===== config.mk =====
export PLATFORM = sky130hd
export DESIGN_NAME = active_lamps_ramp
export DESIGN_NICKNAME = d
export VERILOG_FILES = /design/src/rtl/active_lamps_ramp_pkg.sv /design/src/rtl/active_lamps_ramp_channel.sv /design/src/rtl/active_lamps_ramp.sv
export SDC_FILE = /design/constraint.sdc
export NUM_CORES = 1
export LEC_CHECK = 0
export BUFFER_PORTS_ARGS = -buffer_cell sky130_fd_sc_hd__buf_2
export CAP_MARGIN = 10
export CORE_UTILIZATION = 50
export CTS_CLUSTER_DIAMETER = 40
export CTS_CLUSTER_SIZE = 24
export DETAILED_ROUTE_END_ITERATION = 10
export PLACE_DENSITY = 0.77
export SYNTH_ARGS = -nofsm -noshare
export SYNTH_HDL_FRONTEND = slang
export SYNTH_SLANG_ARGS = --single-unit
export TNS_END_PERCENT = 20

===== constraint.sdc =====
create_clock -name i_clk -period 4.83 [get_ports i_clk]
set_clock_uncertainty 0.1 [all_clocks]
set_input_delay 0.2415 -clock i_clk [delete_from_list [all_inputs] [get_ports i_clk]]
set_output_delay 0.2415 -clock i_clk [all_outputs]
set_load 0.03 [all_outputs]

===== src/rtl/active_lamps_ramp_pkg.sv =====
// Shared definitions for the lamp ramp controller: time-code constants and ramp state encoding.
package active_lamps_ramp_pkg;

  localparam logic [3:0] TcOff0   = 4'b0000;
  localparam logic [3:0] TcOffNow = 4'b0001;
  localparam logic [3:0] TcOff2   = 4'b0010;
  localparam logic [3:0] TcRoom   = 4'b0100;
  localparam logic [3:0] TcUser   = 4'b1000;

  typedef enum logic [1:0] {
    StSettled  = 2'd0,
    StRampUp   = 2'd1,
    StRampDown = 2'd2
  } ramp_state_e;

endpackage


===== src/rtl/active_lamps_ramp_channel.sv =====
// One room: decodes the time code into a clamped target and walks the lamp count toward it
// one lamp per prescaler tick.
module active_lamps_ramp_channel
  import active_lamps_ramp_pkg::*;
#(
  parameter int unsigned WIDTH     = 4,
  parameter int unsigned MAX_LAMPS = 15
) (
  input  logic             i_clk,
  input  logic             i_rst,
  input  logic             i_tick,
  input  logic             i_load,
  input  logic [3:0]       i_tcode,
  input  logic [WIDTH-1:0] i_ulight,
  input  logic [WIDTH-1:0] i_length,
  output logic [WIDTH-1:0] o_count,
  output logic             o_settled
);

  localparam logic [WIDTH-1:0] MaxLamps = WIDTH'(MAX_LAMPS);

  ramp_state_e      r_state, w_state_d;
  logic [WIDTH-1:0] r_count, w_count_d;
  logic [WIDTH-1:0] r_target, w_target_d;
  logic [WIDTH-1:0] w_decoded;
  logic             w_off_now;

  always_comb begin
    w_decoded = '0;
    w_off_now = 1'b0;
    case (i_tcode)
      TcUser:         w_decoded = i_ulight;
      TcRoom:         w_decoded = i_length >> 2;
      TcOffNow:       w_off_now = 1'b1;
      TcOff0, TcOff2: w_decoded = '0;
      default:        w_decoded = '0;
    endcase
  end

  // The step uses the pre-load state, so a load on a tick edge retargets only from the next tick.
  always_comb begin
    w_target_d = r_target;
    w_count_d  = r_count;
    if (i_tick) begin
      if (r_state == StRampUp) begin
        w_count_d = r_count + 1'b1;
      end else if (r_state == StRampDown) begin
        w_count_d = r_count - 1'b1;
      end
    end
    if (i_load) begin
      w_target_d = (w_decoded > MaxLamps) ? MaxLamps : w_decoded;
      if (w_off_now) begin
        w_target_d = '0;
        w_count_d  = '0;
      end
    end
  end

  always_comb begin
    if (w_count_d == w_target_d) begin
      w_state_d = StSettled;
    end else if (w_count_d < w_target_d) begin
      w_state_d = StRampUp;
    end else begin
      w_state_d = StRampDown;
    end
  end

  always_ff @(posedge i_clk) begin
    if (i_rst) begin
      r_state <= StSettled;
    end else begin
      r_state <= w_state_d;
    end
  end

  always_ff @(posedge i_clk) begin
    if (i_rst) begin
      r_count  <= '0;
      r_target <= '0;
    end else begin
      r_count  <= w_count_d;
      r_target <= w_target_d;
    end
  end

  always_comb begin
    o_count   = r_count;
    o_settled = (r_state == StSettled);
  end

endmodule


===== src/rtl/active_lamps_ramp.sv =====
// Multi-room soft on/off lamp controller: shared ramp prescaler feeding one channel per room.
module active_lamps_ramp #(
  parameter int unsigned CHANNELS  = 4,
  parameter int unsigned WIDTH     = 4,
  parameter int unsigned MAX_LAMPS = 15,
  parameter int unsigned RAMP_DIV  = 8
) (
  input  logic                      i_clk,
  input  logic                      i_rst,
  input  logic [CHANNELS-1:0]       i_load,
  input  logic [4*CHANNELS-1:0]     i_tcode,
  input  logic [WIDTH*CHANNELS-1:0] i_ulight,
  input  logic [WIDTH*CHANNELS-1:0] i_length,
  output logic [WIDTH*CHANNELS-1:0] o_active_lights,
  output logic [CHANNELS-1:0]       o_settled,
  output logic                      o_busy
);

  // Keep at least one bit so RAMP_DIV=1 still elaborates; the counter then sits at 0.
  localparam int unsigned       PrescW    = (RAMP_DIV > 1) ? $clog2(RAMP_DIV) : 1;
  localparam logic [PrescW-1:0] PrescLast = PrescW'(RAMP_DIV - 1);

  logic [PrescW-1:0]   r_presc;
  logic                w_tick;
  logic [CHANNELS-1:0] w_settled;

  assign w_tick = (r_presc == PrescLast);

  always_ff @(posedge i_clk) begin
    if (i_rst) begin
      r_presc <= '0;
    end else if (w_tick) begin
      r_presc <= '0;
    end else begin
      r_presc <= r_presc + 1'b1;
    end
  end

  for (genvar g = 0; g < CHANNELS; g++) begin : g_chan
    active_lamps_ramp_channel #(
      .WIDTH     (WIDTH),
      .MAX_LAMPS (MAX_LAMPS)
    ) u_chan (
      .i_clk     (i_clk),
      .i_rst     (i_rst),
      .i_tick    (w_tick),
      .i_load    (i_load[g]),
      .i_tcode   (i_tcode[4*g +: 4]),
      .i_ulight  (i_ulight[WIDTH*g +: WIDTH]),
      .i_length  (i_length[WIDTH*g +: WIDTH]),
      .o_count   (o_active_lights[WIDTH*g +: WIDTH]),
      .o_settled (w_settled[g])
    );
  end

  always_comb begin
    o_settled = w_settled;
    o_busy    = |(~w_settled);
  end

endmodule


==> impl_metrics.py <==
metrics = {
    "logic_synthesis": {
        "synth_top_area_cell": "dfxtp_1",
        "synth_edf_count": 0,
        "synth_area_um2": 2659,
        "synth_ff_type": "dfxtp_1",
        "synthArstFlopShare_pct": 0,
        "synth_cell_types": 47,
        "synth_seq_cells": 43,
        "synth_top_area_share_pct": 32.38,
        "syn-num-nets": 383,
        "synth_area_leaders": "dfxtp_1, ha_1, nor2_1, nor2b_1, xnor2_1",
        "ys_seq_area_share_pct": 32.38,
        "yosysWarnings": 0,
        "syn_inst": 303,
        "syn_avg_cell_area_um2": 8.775,
    },
    "die": {
        "start_util_pct": 52.06,
        "num_io_pins": 75,
        "die_area_um2": 5613,
        "die_y_um": 74.92,
        "dieWidth_um": 74.92,
        "fp-row-count": 26,
        "core_um2": 5107,
    },
    "cts": {
        "insertion_delay_ps": 290,
        "cts_buffers": 5,
        "post_cts_resize_count": 0,
        "cts_buffer_depth": 2,
        "cts_sinks": 43,
        "ctsHoldBuffers": 0,
        "cts.reportedPaths.clkPinSlew_ps": 80,
        "post_cts_buffers": 0,
        "clockRootBuffer": "clkbuf_8",
        "h-tree-depth": 2,
        "cts_tree": "yes",
    },
    "detailed_routing": {
        "num_vias": 2302,
        "drc": 0,
        "vias_per_cell": 5.292,
        "drt_iter0_markers": 90,
        "wl_per_cell_um": 11.64,
        "routed_wl_mm": 5.062,
        "dr.pass1.iters": 4,
        "drtAntennaViolNets": 0,
    },
    "timing": {
        "setup_ws_ps": 1583,
        "fin_crit_ps": 3247,
        "hold_viol": 0,
        "rsz0062_at_grt": "no",
        "setup_viol": 0,
        "fin_crit_sh_pct": 67.22,
        "relSlewSlack_pct": 35.10,
        "fmax_mhz": 308.0,
        "final.setup.tns_ps": 0,
        "tightestPinTransition_ps": 973.5,
        "finalMaxSlewViolations": 0,
    },
    "final_layout": {
        "final_cell_mix": "buf_2, dfxtp_1, nor2_1",
        "syn2layout_area_growth_pct": 16.56,
        "final_area_um2": 3099,
        "final_common_cell": "buf_2",
        "drive_gt1_share_pct": 23.56,
        "final_nets": 444,
        "antenna_cells": 0,
    },
    "setup_path": {
        "r2r_slack_ps": 1580,
        "critPathMaxFanout": 33,
        "crit_slowest_cell": "ha_1",
        "cp.required_ps": 4910,
        "cp-end-kind": "flip-flop",
        "crit_chain": "ha_1 -> ha_1 -> or4b_1 -> o22ai_2 -> xnor2_1 -> nor2_1 -> ha_1 -> a21oi_1 -> o21ai_0 -> and2_1",
        "critPathTopFamily": "adder cells",
        "cp.buffers_inverters": 0,
        "cp.depth": 10,
        "critPathKind": "flip-flop to flip-flop",
        "worst_setup_path_start_kind": "flip-flop",
        "slowest_delay_ps": 800,
        "timing.critical_path.mode_cell": "ha_1",
        "crit_arrival_ps": 3330,
        "r2r_cells": 10,
    },
    "placed_design": {
        "dpl.hpwl_mm": 3.928,
        "routabilityCongestion": 0.7849,
        "dp_slack_ps": 1625,
        "placed_area_um2": 2999,
        "portBuffers": 66,
    },
    "min_path": {
        "hold_depth": 3,
        "hp-class": "input pin to flip-flop",
    },
    "global_route": {
        "antenna_found_initial": 0,
        "grt-ovfl-total": 0,
        "grt_pass1_wl_mm": 7.928,
        "grt_pass1_vias": 1937,
        "grt_max_degree": 36,
        "grt_use_total_pct": 18.48,
    },
    "flow_run": {
        "cap_violations": 0,
    },
    "pwr": {
        "power.density_nw_per_um2": 266.7,
        "ir_drop_mv": 0.1575,
        "power_leakage_nw": 1.369,
    },
    "outcome": {
        "status": "complete, no violations",
    },
}
registers in the layout, summed over array words and instances (netlist names):
signal / count
r_presc: 3
g_chan.u_chan.r_state: 8
g_chan.u_chan.r_target: 16
g_chan.u_chan.o_count: 16
metrics by stage:
step / hold WS (ps) / total power [W] / utilization [%] / std cells
5_1_grt: 131.0 / 0.0008758 / 60.68 / 435
3_5_place_dp: 322.9 / 0.0005895 / 58.72 / 427
4_1_cts: 114.7 / 0.0008351 / 60.68 / 435
3_3_place_gp: 313.2 / 0.0005845 / 58.72 / 427
6_report: 118.6 / 0.0008266 / 60.68 / 435
2_1_floorplan: 300.2 / 0.0005396 / - / 303
routing by layer:
layer	routed length [um]	global-route usage, %	up-vias
met1	2407	22.09	1060
met3	130	4.150	7
met4	59	5.660	0
li1	-	-	1208
met5	0	0	-
met2	2464	32.93	27
worst min-delay path, delay by kind of cell:
kind,cells,cell delay (ps)
AND/OR/NAND/NOR,1,80
AO/OA/AOI/OAI,1,70
buffers and inverters,1,80
cell type report:
| type | instances | area, um2 |
|---|---|---|
| Multi-Input combinational cell | 232 | 1660 |
| Inverter | 16 | 60.06 |
| Tap cell | 70 | 87.58 |
| Clock buffer | 8 | 100.1 |
| Fill cell | 467 | 2008 |
| Timing Repair Buffer | 66 | 330.3 |
| Sequential cell | 43 | 860.8 |
cell usage after synthesis, drive strengths merged, types with 9 or more instances:
cell type  instances
ha                26
inv               16
nor3               9
xnor2             11
nand2             17
nor2b             18
dfxtp             43
nor2              34
a22oi             10
a21oi             10
nand2b            14
o21ai              9
cells by family (layout without fill, tap and decap cells):
| logic type | count (synthesis) | after routing | share of synthesized area, % |
|---|---|---|---|
| xor+xnor | 12 | 12 | 3.953 |
| fa+ha+maj | 26 | 26 | 12.24 |
| compound gates | 62 | 62 | 17.13 |
| simple gates | 130 | 130 | 28.38 |
| flops | 43 | 43 | 32.38 |
| mux | 2 | 2 | 0.7530 |
| buf+inv | 28 | 90 | 5.176 |
power by group:
part / switching [W] / total, W / internal [W]
clock: 0.000114 / 0.000245 / 0.000130
combinational: 0.000112 / 0.000197 / 0.0000849
sequential: 0.0000145 / 0.000384 / 0.000370
worst paths after layout:
path                from                           end
min          i_ulight[7]  g_chan[1].u_chan.r_target[3]
max reg2reg   r_presc[0]   g_chan[1].u_chan.r_state[1]
min reg2reg   r_presc[0]                    r_presc[0]
max           r_presc[0]   g_chan[1].u_chan.r_state[1]
No activity file was read; power rests on OpenSTA's default activity.
